<file path="src/rtl/ts_pkg.sv">
// ts_pkg: shared width helpers, serializer state encoding
// and line levels for the multichannel timestamp capture block.
package ts_pkg;

   typedef enum logic [1:0] {
      ST_IDLE  = 2'd0,
      ST_START = 2'd1,
      ST_DATA  = 2'd2,
      ST_STOP  = 2'd3
   } ser_state_e;

   localparam logic IDLE_LVL = 1'b1;

   // Ceiling log2; clog2(1) = 0.
   function automatic int clog2(input int v);
      int r;
      r = 0;
      for (int i = 0; i < 31; i++) begin
         if ((32'sd1 << i) < v) r = i + 1;
      end
      return r;
   endfunction

   // Channel id width, never below one bit.
   function automatic int ch_width(input int n);
      return (clog2(n) < 1) ? 1 : clog2(n);
   endfunction

   function automatic int frame_width(input int n, input int tsw);
      return ch_width(n) + tsw;
   endfunction

endpackage

</file>
<file path="src/rtl/ts_fifo.sv">
// ts_fifo: first-word-fall-through event FIFO.
// Ports: clk, rstn (async low), push/din, pop/dout, full, empty, level.
module ts_fifo
   import ts_pkg::*;
#(
   parameter int WIDTH = 8,
   parameter int DEPTH = 8
) (
   input  logic                   clk,
   input  logic                   rstn,
   input  logic                   push,
   input  logic [WIDTH-1:0]       din,
   input  logic                   pop,
   output logic [WIDTH-1:0]       dout,
   output logic                   full,
   output logic                   empty,
   output logic [clog2(DEPTH):0]  level
);

   localparam int AW = clog2(DEPTH);
   localparam int LW = AW + 1;

   logic [DEPTH-1:0][WIDTH-1:0] mem_q, mem_d;
   logic [AW-1:0]               wr_q, wr_d;
   logic [AW-1:0]               rd_q, rd_d;
   logic [LW-1:0]               lvl_q, lvl_d;
   logic                        push_ok;
   logic                        pop_ok;

   assign full    = (lvl_q == LW'(DEPTH));
   assign empty   = (lvl_q == '0);
   assign push_ok = push & ~full;
   assign pop_ok  = pop & ~empty;
   assign dout    = mem_q[rd_q];
   assign level   = lvl_q;

   always_comb begin
      mem_d = mem_q;
      wr_d  = wr_q;
      rd_d  = rd_q;
      lvl_d = lvl_q;
      if (push_ok) begin
         mem_d[wr_q] = din;
         wr_d        = wr_q + AW'(1);
      end
      if (pop_ok) begin
         rd_d = rd_q + AW'(1);
      end
      if (push_ok && !pop_ok) begin
         lvl_d = lvl_q + LW'(1);
      end else if (pop_ok && !push_ok) begin
         lvl_d = lvl_q - LW'(1);
      end
   end

   always_ff @(posedge clk or negedge rstn) begin
      if (!rstn) begin
         mem_q <= '0;
         wr_q  <= '0;
         rd_q  <= '0;
         lvl_q <= '0;
      end else begin
         mem_q <= mem_d;
         wr_q  <= wr_d;
         rd_q  <= rd_d;
         lvl_q <= lvl_d;
      end
   end

endmodule

</file>
<file path="src/rtl/ts_multichan_capture.sv">
// ts_multichan_capture: sync + edge-detect NUM_CH inputs, timestamp,
// queue, and ship {ch_id, ts} frames out as UART-style serial.
// Ports: clk, rstn (async low), datain, ovf_clr -> serialout,
// overflow (sticky drop flag), fifo_level.
module ts_multichan_capture
   import ts_pkg::*;
#(
   parameter int NUM_CH     = 4,
   parameter int TS_WIDTH   = 24,
   parameter int FIFO_DEPTH = 8,
   parameter int BAUD_DIV   = 16
) (
   input  logic                        clk,
   input  logic                        rstn,
   input  logic [NUM_CH-1:0]           datain,
   input  logic                        ovf_clr,
   output logic                        serialout,
   output logic                        overflow,
   output logic [clog2(FIFO_DEPTH):0]  fifo_level
);

   localparam int CH_W    = ch_width(NUM_CH);
   localparam int FRAME_W = frame_width(NUM_CH, TS_WIDTH);
   localparam int BD_W    = clog2(BAUD_DIV);
   localparam int BIT_W   = clog2(FRAME_W + 1);

   localparam logic [BD_W-1:0]  BAUD_LAST = BD_W'(BAUD_DIV - 1);
   localparam logic [BIT_W-1:0] BIT_LAST  = BIT_W'(FRAME_W - 1);

   logic [TS_WIDTH-1:0]             counter_q, counter_d;
   logic [NUM_CH-1:0]               sync1_q, sync2_q, prev_q;
   logic [NUM_CH-1:0]               detect;
   logic [NUM_CH-1:0]               pend_v_q, pend_v_d;
   logic [NUM_CH-1:0][TS_WIDTH-1:0] pend_ts_q, pend_ts_d;
   logic [NUM_CH-1:0]               grant;
   logic                            drop;
   logic                            ovf_q, ovf_d;

   logic                            fifo_push;
   logic [FRAME_W-1:0]              fifo_din;
   logic                            fifo_pop;
   logic [FRAME_W-1:0]              fifo_dout;
   logic                            fifo_full;
   logic                            fifo_empty;

   ser_state_e                      state_q, state_d;
   logic [BD_W-1:0]                 baud_q, baud_d;
   logic [BIT_W-1:0]                bit_q, bit_d;
   logic [FRAME_W-1:0]              shreg_q, shreg_d;
   logic                            ser_q, ser_d;
   logic                            baud_end;

   assign counter_d = counter_q + TS_WIDTH'(1);
   assign detect    = sync2_q & ~prev_q;

   // Descending scan so the lowest valid index wins.
   always_comb begin
      grant     = '0;
      fifo_push = 1'b0;
      fifo_din  = '0;
      if (!fifo_full) begin
         for (int i = NUM_CH - 1; i >= 0; i--) begin
            if (pend_v_q[i]) begin
               grant     = '0;
               grant[i]  = 1'b1;
               fifo_push = 1'b1;
               fifo_din  = {CH_W'(i), pend_ts_q[i]};
            end
         end
      end
   end

   // A slot draining this cycle may accept a new edge.
   always_comb begin
      pend_v_d  = pend_v_q;
      pend_ts_d = pend_ts_q;
      drop      = 1'b0;
      for (int i = 0; i < NUM_CH; i++) begin
         if (detect[i]) begin
            if (!pend_v_q[i] || grant[i]) begin
               pend_v_d[i]  = 1'b1;
               pend_ts_d[i] = counter_q;
            end else begin
               drop = 1'b1;
            end
         end else if (grant[i]) begin
            pend_v_d[i] = 1'b0;
         end
      end
      ovf_d = (ovf_q & ~ovf_clr) | drop;
   end

   always_comb begin
      state_d  = state_q;
      baud_d   = baud_q;
      bit_d    = bit_q;
      shreg_d  = shreg_q;
      fifo_pop = 1'b0;
      baud_end = (baud_q == BAUD_LAST);
      unique case (state_q)
         ST_IDLE: begin
            if (!fifo_empty) begin
               fifo_pop = 1'b1;
               shreg_d  = fifo_dout;
               baud_d   = '0;
               state_d  = ST_START;
            end
         end
         ST_START: begin
            if (baud_end) begin
               baud_d  = '0;
               bit_d   = '0;
               state_d = ST_DATA;
            end else begin
               baud_d = baud_q + BD_W'(1);
            end
         end
         ST_DATA: begin
            if (baud_end) begin
               baud_d = '0;
               if (bit_q == BIT_LAST) begin
                  state_d = ST_STOP;
               end else begin
                  bit_d   = bit_q + BIT_W'(1);
                  shreg_d = {shreg_q[FRAME_W-2:0], 1'b0};
               end
            end else begin
               baud_d = baud_q + BD_W'(1);
            end
         end
         ST_STOP: begin
            if (baud_end) begin
               baud_d = '0;
               if (!fifo_empty) begin
                  fifo_pop = 1'b1;
                  shreg_d  = fifo_dout;
                  state_d  = ST_START;
               end else begin
                  state_d = ST_IDLE;
               end
            end else begin
               baud_d = baud_q + BD_W'(1);
            end
         end
         default: state_d = ST_IDLE;
      endcase
      // Line level follows the state being entered.
      unique case (state_d)
         ST_START: ser_d = 1'b0;
         ST_DATA:  ser_d = shreg_d[FRAME_W-1];
         default:  ser_d = IDLE_LVL;
      endcase
   end

   always_ff @(posedge clk or negedge rstn) begin
      if (!rstn) begin
         counter_q <= '0;
         sync1_q   <= '0;
         sync2_q   <= '0;
         prev_q    <= '0;
         pend_v_q  <= '0;
         pend_ts_q <= '0;
         ovf_q     <= 1'b0;
         state_q   <= ST_IDLE;
         baud_q    <= '0;
         bit_q     <= '0;
         shreg_q   <= '0;
         ser_q     <= IDLE_LVL;
      end else begin
         counter_q <= counter_d;
         sync1_q   <= datain;
         sync2_q   <= sync1_q;
         prev_q    <= sync2_q;
         pend_v_q  <= pend_v_d;
         pend_ts_q <= pend_ts_d;
         ovf_q     <= ovf_d;
         state_q   <= state_d;
         baud_q    <= baud_d;
         bit_q     <= bit_d;
         shreg_q   <= shreg_d;
         ser_q     <= ser_d;
      end
   end

   ts_fifo #(
      .WIDTH (FRAME_W),
      .DEPTH (FIFO_DEPTH)
   ) u_fifo (
      .clk   (clk),
      .rstn  (rstn),
      .push  (fifo_push),
      .din   (fifo_din),
      .pop   (fifo_pop),
      .dout  (fifo_dout),
      .full  (fifo_full),
      .empty (fifo_empty),
      .level (fifo_level)
   );

   assign serialout = ser_q;
   assign overflow  = ovf_q;

endmodule

</file>
<file path="config.mk">
export PLATFORM = sky130hd
export DESIGN_NAME = ts_multichan_capture
export DESIGN_NICKNAME = d
export VERILOG_FILES = /design/src/rtl/ts_pkg.sv /design/src/rtl/ts_fifo.sv /design/src/rtl/ts_multichan_capture.sv
export SDC_FILE = /design/constraint.sdc
export NUM_CORES = 1
export LEC_CHECK = 0
export CAP_MARGIN = 20
export CORE_MARGIN = 1.5
export CORE_UTILIZATION = 50
export CTS_CLUSTER_SIZE = 40
export DETAILED_ROUTE_END_ITERATION = 12
export PLACE_DENSITY_LB_ADDON = 0.25
export SLEW_MARGIN = 20
export SYNTH_ARGS = -nofsm -noshare
export SYNTH_HDL_FRONTEND = slang
export SYNTH_HIERARCHICAL = 1
export SYNTH_SLANG_ARGS = --single-unit
</file>
<file path="constraint.sdc">
create_clock -name clk -period 8.1 [get_ports clk]
set_input_delay 1.62 -clock clk [delete_from_list [all_inputs] [get_ports clk]]
set_output_delay 1.62 -clock clk [all_outputs]
set_load 0.01 [all_outputs]
</file>
; After elaboration in Yosys (flattened, before gate mapping)
; Cells that the tools add are included.
; W data, S select, Z words.
[totals]
regBits = 393
in_bits = 7
output_inout_bits = 6
word_cells = 164
[classes]
n_addsub = 7
order_cmp = 3
eq_ne = 17
mux = 65
n_bitwise = 9
n_reduce_logical = 33
[op_table]
columns = operator, count
row1 = $mux W26, 11
row2 = $bwmux W208, 1
row3 = $bmux W26 S3, 1
row4 = $demux W26 S3, 1
row5 = $pmux W26 S3, 1
row6 = $mux W4, 9
row7 = $mux W1, 28
row8 = $add A24 B1 Y24 const B, 1
row9 = $reduce_and A2 Y1, 8
row10 = $mux W5, 3
row11 = $reduce_bool A2 Y1, 6
row12 = $mux W2, 5
row13 = $ne A2 B2 Y1 const B, 5
row14 = $pmux W5 S2, 1
row15 = $add A4 B1 Y4 const B, 2
row16 = $eq A4 B4 Y1 const B, 2
row17 = $lt A3 B4 Y1 const B, 2
row18 = $ne A2 B1 Y1 const B, 4
row19 = $pmux W2 S4, 1
row20 = $pmux W4 S2, 1
row21 = $reduce_and A4 Y1, 2
row22 = $add A3 B1 Y3 const B, 2
row23 = $eq A2 B2 Y1 const B, 3
row24 = $logic_not A1 Y1, 6
row25 = 17 further kinds, 28

; Depth between registers and ports, before layout
[logic_depth]
word_depth = 15
depth_mapped = 14
mapped_depth_nobuf = 11

; Modules after synthesis
; The synthesis kept the hierarchy.
[by_module_without_submodules]
columns = module, n_inst, cells_per_inst, area_per_inst_um2, seq_area_each_um2
row1 = ts_fifo, 1, 591, 10083.4, 5455.2
row2 = ts_multichan_capture, 1, 618, 7833.8, 4380.5

; Worst setup path after synthesis
; No wires, ideal clock.
[synth_timing]
kind = register to register
start = register u_fifo.lvl_q[0] (netlist: u_fifo/level[0])
end = register u_fifo.lvl_q[3] (netlist: u_fifo/level[3])
setup_ns = 0.131
arrival_time_ns = 3.485
required_time_ns = 7.969
slack_ns = 4.484
stages_incl_launch_ff = 15
path_buffers = 3
period_less_slack_ns = 3.616
cell_sequence = dfrtp_1 > or4b_1 > buf_6 > inv_6 > clkbuf_1 > clkbuf_1 > a21oi_1 > nand2_1 > inv_1 > ha_1 > inv_1 > ha_1 > or4_1 > o211ai_1 > o211ai_1
[synth_between]
elab_cells_between_ends = 19
classes_between = 2 x add/sub / 1 x eq/ne / 6 x mux / 4 x bitwise / 6 x reduce/logical
[synth_rtl]
columns = item, line_no
row1 = from (decl), ts_fifo.sv:26  ; logic [LW-1:0] lvl_q, lvl_d;
row2 = from (signal assigned), ts_fifo.sv:66  ; lvl_q <= lvl_d;
row3 = $eq A4 B4 Y1 (*), ts_fifo.sv:30  ; assign full = (lvl_q == LW'(DEPTH));
row4 = net fifo_full, ts_multichan_capture.sv:43  ; logic fifo_full;
row5 = $mux W1 (*), ts_multichan_capture.sv:61  ; if (!fifo_full) begin
row6 = net fifo_push, ts_multichan_capture.sv:39  ; logic fifo_push;
row7 = $and A1 B1 Y1 (*), ts_fifo.sv:32  ; assign push_ok = push & ~full;
row8 = net u_fifo.push_ok, ts_fifo.sv:27  ; logic push_ok;
row9 = $logic_not A1 Y1, ts_fifo.sv:51  ; end else if (pop_ok && !push_ok) begin
row10 = $logic_and A1 B1 Y1, ts_fifo.sv:51
row11 = $reduce_bool A2 Y1 (no line), -
; Mark *: on every way through the listed nets, which the timed path passes. The rest lies on a longest branch. The select of a mux whose other input is x is not followed.
; A chain may end at the register's enable or synchronous reset.

; Final worst setup path
; Same ends and word-level chain as after synthesis.

==> key figures <==
Flow run
  – Max cap viols: 0

Power and ir drop
  – Max IR drop VDD: 0.229 mV
  – Pwr dens: 374 nW/um^2
  – Leak Pwr: 8.83 nW

Global route
  – Largest net degree at the start of global routing: 127
  – Vias in the first global route: 10800
  – Initial antenna violation count: 1
  – GRT Util Overall: 21.3%
  – First-pass GRT wire length: 61.4 mm
  – Overflow after GRT: 0

Setup path
  – Reg2reg path depth: 11
  – Critical setup path kind: reg2reg
  – Crit-path max FO: 37
  – Reg2reg setup slack: 4.35 ns
  – Critical R2R Capture: u_fifo/level[3]
  – CP max stage delay: 0.81 ns
  – Crit start category: flip-flop
  – Crit. End Element: flip-flop
  – Worst r2r src: u_fifo/level[0]
  – CP arrival: 4.14 ns
  – CP max-delay cell: or4b_1
  – Critical path required time: 8.50 ns
  – Buf/Inv on CP: 3
  – Worst path cell trace: or4b_1 > inv_6 > a21oi_1 > nand2_1 > inv_1 > ha_1 > inv_1 > ha_1 > or4_1 > o211ai_1 > o211ai_1
  – Cell family with most CP delay: simple AND/OR/NAND/NOR gates

Die
  – Area of the core: 35400 sq um
  – Height of the die: 192 microns
  – Rows: 69
  – DIE AREA: 37000 sq um
  – IO Pins: 13
  – Starting Density: 50.6%
  – DIE WIDTH: 192 microns

Synthesis
  – Synth Area in Simple Gates: 4.62%
  – Largest family of logic cells by synthesized area: multiplexers
  – EDFF count, synth: 0
  – Post-synthesis compound-gate area fraction: 6.47%
  – Syn Inst Count: 1209
  – Synthesized flop and latch total: 393
  – Syn Nets: 1232
  – Synth async-reset ratio: 100%
  – Yosys warns: 6
  – Synthesized area: 17900 sq um
  – Synth Area in Adders: 1.16%
  – Post-Synth XOR/XNOR Area: 1.37%
  – Ys flop type: dfrtp_1
  – Seq/Total Area, Yosys: 54.9%
  – Synth Area per Inst: 14.8 sq um
  – Share of the synthesized area in the top cell type: 54.7%
  – Yosys top cell by area: dfrtp_1
  – Yosys cell types: 68
  – Synth top area cells: dfrtp_1 (55%), mux2_2 (17%), mux4_2 (6.5%)
  – Mux cell area share after synthesis: 28.3%

Clocking
  – Post-cts resize count: 0
  – Clk Latency, worst-skew pair: 0.53 ns
  – Cts hold-fix bufs: 0
  – Post-CTS Setup Bufs: 0
  – CTS tree: built
  – Root buf cell: clkbuf_16
  – Clock slew seen by the registers of the worst setup and hold paths: 0.06 ns
  – CTS Buf Count: 42
  – H-tree depth: 2
  – Clock Sinks: 393
  – Max clock buf depth: 3

Drt
  – DR vias/cell: 5.97
  – Via count: 10200
  – TritonRoute pass-1 iters: 4
  – Post-Route WL: 37.0 mm
  – Final antenna-violating net count: 0
  – Number of remaining DRC errors: 0
  – Detailed Route Iter0 Violations: 492
  – WL per Instance: 21.8 microns

Timing
  – RSZ-0062 raised after global routing: no
  – Final setup fails: 0
  – Fin crit period: 3.75 ns
  – Final Hold Viols: 0
  – Clock skew: 0.0183 ns
  – Final Max Tran Viols: 0
  – Setup TNS: 0 ns
  – Slew @ Worst Pin: 1.14 ns
  – Fmax: 0.267 GHz
  – Period utilization: 46.3%
  – Relative slew slack: 23.4%
  – Final hold slack: 0.349 ns

Worst hold path
  – Worst Hold End: sync2_q[2]
  – Hold crit path type: reg2reg
  – WHS Path Cells: 0
  – Worst Hold Launch: sync1_q[2]

Layout
  – Layout cell share with drive strength beyond 1: 39.6%
  – N_diodes: 0
  – Fillers: 2892
  – Final Non-Filler Cells: 1702
  – Layout Utilization: 55.9%
  – Area growth from synthesis to layout: 10.5%
  – Post-layout instance area: 19800 sq um
  – Final nets: 1233

Placement
  – Cells after DPL: 1625
  – Final Wtd Congestion: 0.751
  – Area after DPL: 18300 sq um
  – IO buf count: 12
  – DPL Wire Length: 22.1 mm

Status
  – Run status: finished, final reports clean
-- cell families (layout without fill, tap and decap cells) --
family,Yosys count,after routing
muxes,383,383
AOI/OAI and AO/OA,151,151
xor gates and xnor gates,28,28
and+or+nand+nor,140,140
adders and majority gates,16,16
DFF,393,393
buffers and inverters,98,130
-- per-layer routing --
| layer | vias up | global-route usage, % | part of all wire, % |
|---|---|---|---|
| met1 | 5425 | 30.9 | 48 |
| li1 | 4541 | - | - |
| met4 | 0 | 4.83 | 1.7 |
| met2 | 146 | 34.4 | 48 |
| met5 | - | 0 | 0 |
| met3 | 47 | 2.67 | 2.9 |
-- worst max path at each step --
stage,from,to,slack [ns],cells after the start
finish,u_fifo/level[0],u_fifo/level[3],4.35,11
global route,u_fifo/level[0],u_fifo/level[3],4.14,11
CTS,u_fifo/level[0],u_fifo/mem_q[109],4.35,6
detailed placement,u_fifo/level[0],u_fifo/mem_q[124],4.36,6
global placement,u_fifo/level[0],u_fifo/level[3],4.52,11
floorplan,u_fifo/level[0],u_fifo/level[3],4.48,14
-- synthesized netlist by cell type (3+ instances only) --
cell	instances
nand2_1	31
nand2b_1	5
o21ai_0	17
nand4_1	4
o22ai_1	24
buf_6	14
mux2_2	266
a22o_1	5
mux4_2	52
xnor2_1	21
xor2_1	7
dfrtp_1	392
ha_1	15
and4_1	4
nor2_1	14
nor2b_1	5
mux2_4	48
and2_1	3
inv_1	15
mux2_1	16
buf_2	18
buf_4	10
nor3_1	32
buf_1	3
a21oi_1	9
and3_1	4
o2bb2ai_1	24
a21o_1	5
clkbuf_1	35
a221oi_1	24
a22oi_1	23
nand3_1	17
o211ai_1	3
-- cell usage in the layout, fill, tap and decap left out, drive strengths merged, types with 9 or more instances in the layout --
cell type / count
dfrtp: 392
nor3: 33
clkdlybuf4s50: 11
inv: 18
nand3: 19
xnor2: 21
o21ai: 20
clkinv: 11
o2bb2ai: 24
ha: 15
a21oi: 9
a221oi: 25
buf: 28
mux2: 330
a22oi: 23
nor2: 15
clkbuf: 58
o22ai: 24
mux4: 52
nand2: 31
-- where the power goes --
| group | leakage, nW | internal (mW) | switching [mW] |
|---|---|---|---|
| registers | 5.04 | 2.55 | 0.400 |
| clock network | 0.690 | 1.15 | 0.762 |
| logic | 3.09 | 1.41 | 1.13 |
| total | 8.83 | 5.11 | 2.29 |
-- per-stage QoR --
| stage | setup slack, ns | total power, mW |
|---|---|---|
| 6_report | 4.35 | 7.40 |
| 4_1_cts | 4.35 | 7.44 |
| 2_1_floorplan | 4.48 | 4.88 |
| 3_3_place_gp | 4.52 | 5.43 |
| 5_1_grt | 4.14 | 7.82 |
| 3_5_place_dp | 4.36 | 5.51 |
-- registers in the layout, summed over array words and instances (netlist names), 2 cells and up --
name and cells:
u_fifo/mem_q 208, pend_v_q 4, prev_q 4, u_fifo/rd_q 3, sync1_q 4, shreg_q 26
u_fifo/wr_q 3, bit_q 5, baud_q 4, u_fifo/level 4, state_q 2, pend_ts_q 96
counter_q 24, sync2_q 4
-- cell type report --
class	instances	area [sq um]	area share, %
tap	461	577	2.91
clock inverter	17	204	1.03
clock buffer	58	1180	5.97
timing repair buffer	39	362	1.83
inverter	16	65.1	0.329
multi-input combinational	718	7570	38.2
sequential	393	9840	49.7
No activity file was read; power rests on OpenSTA's default activity.
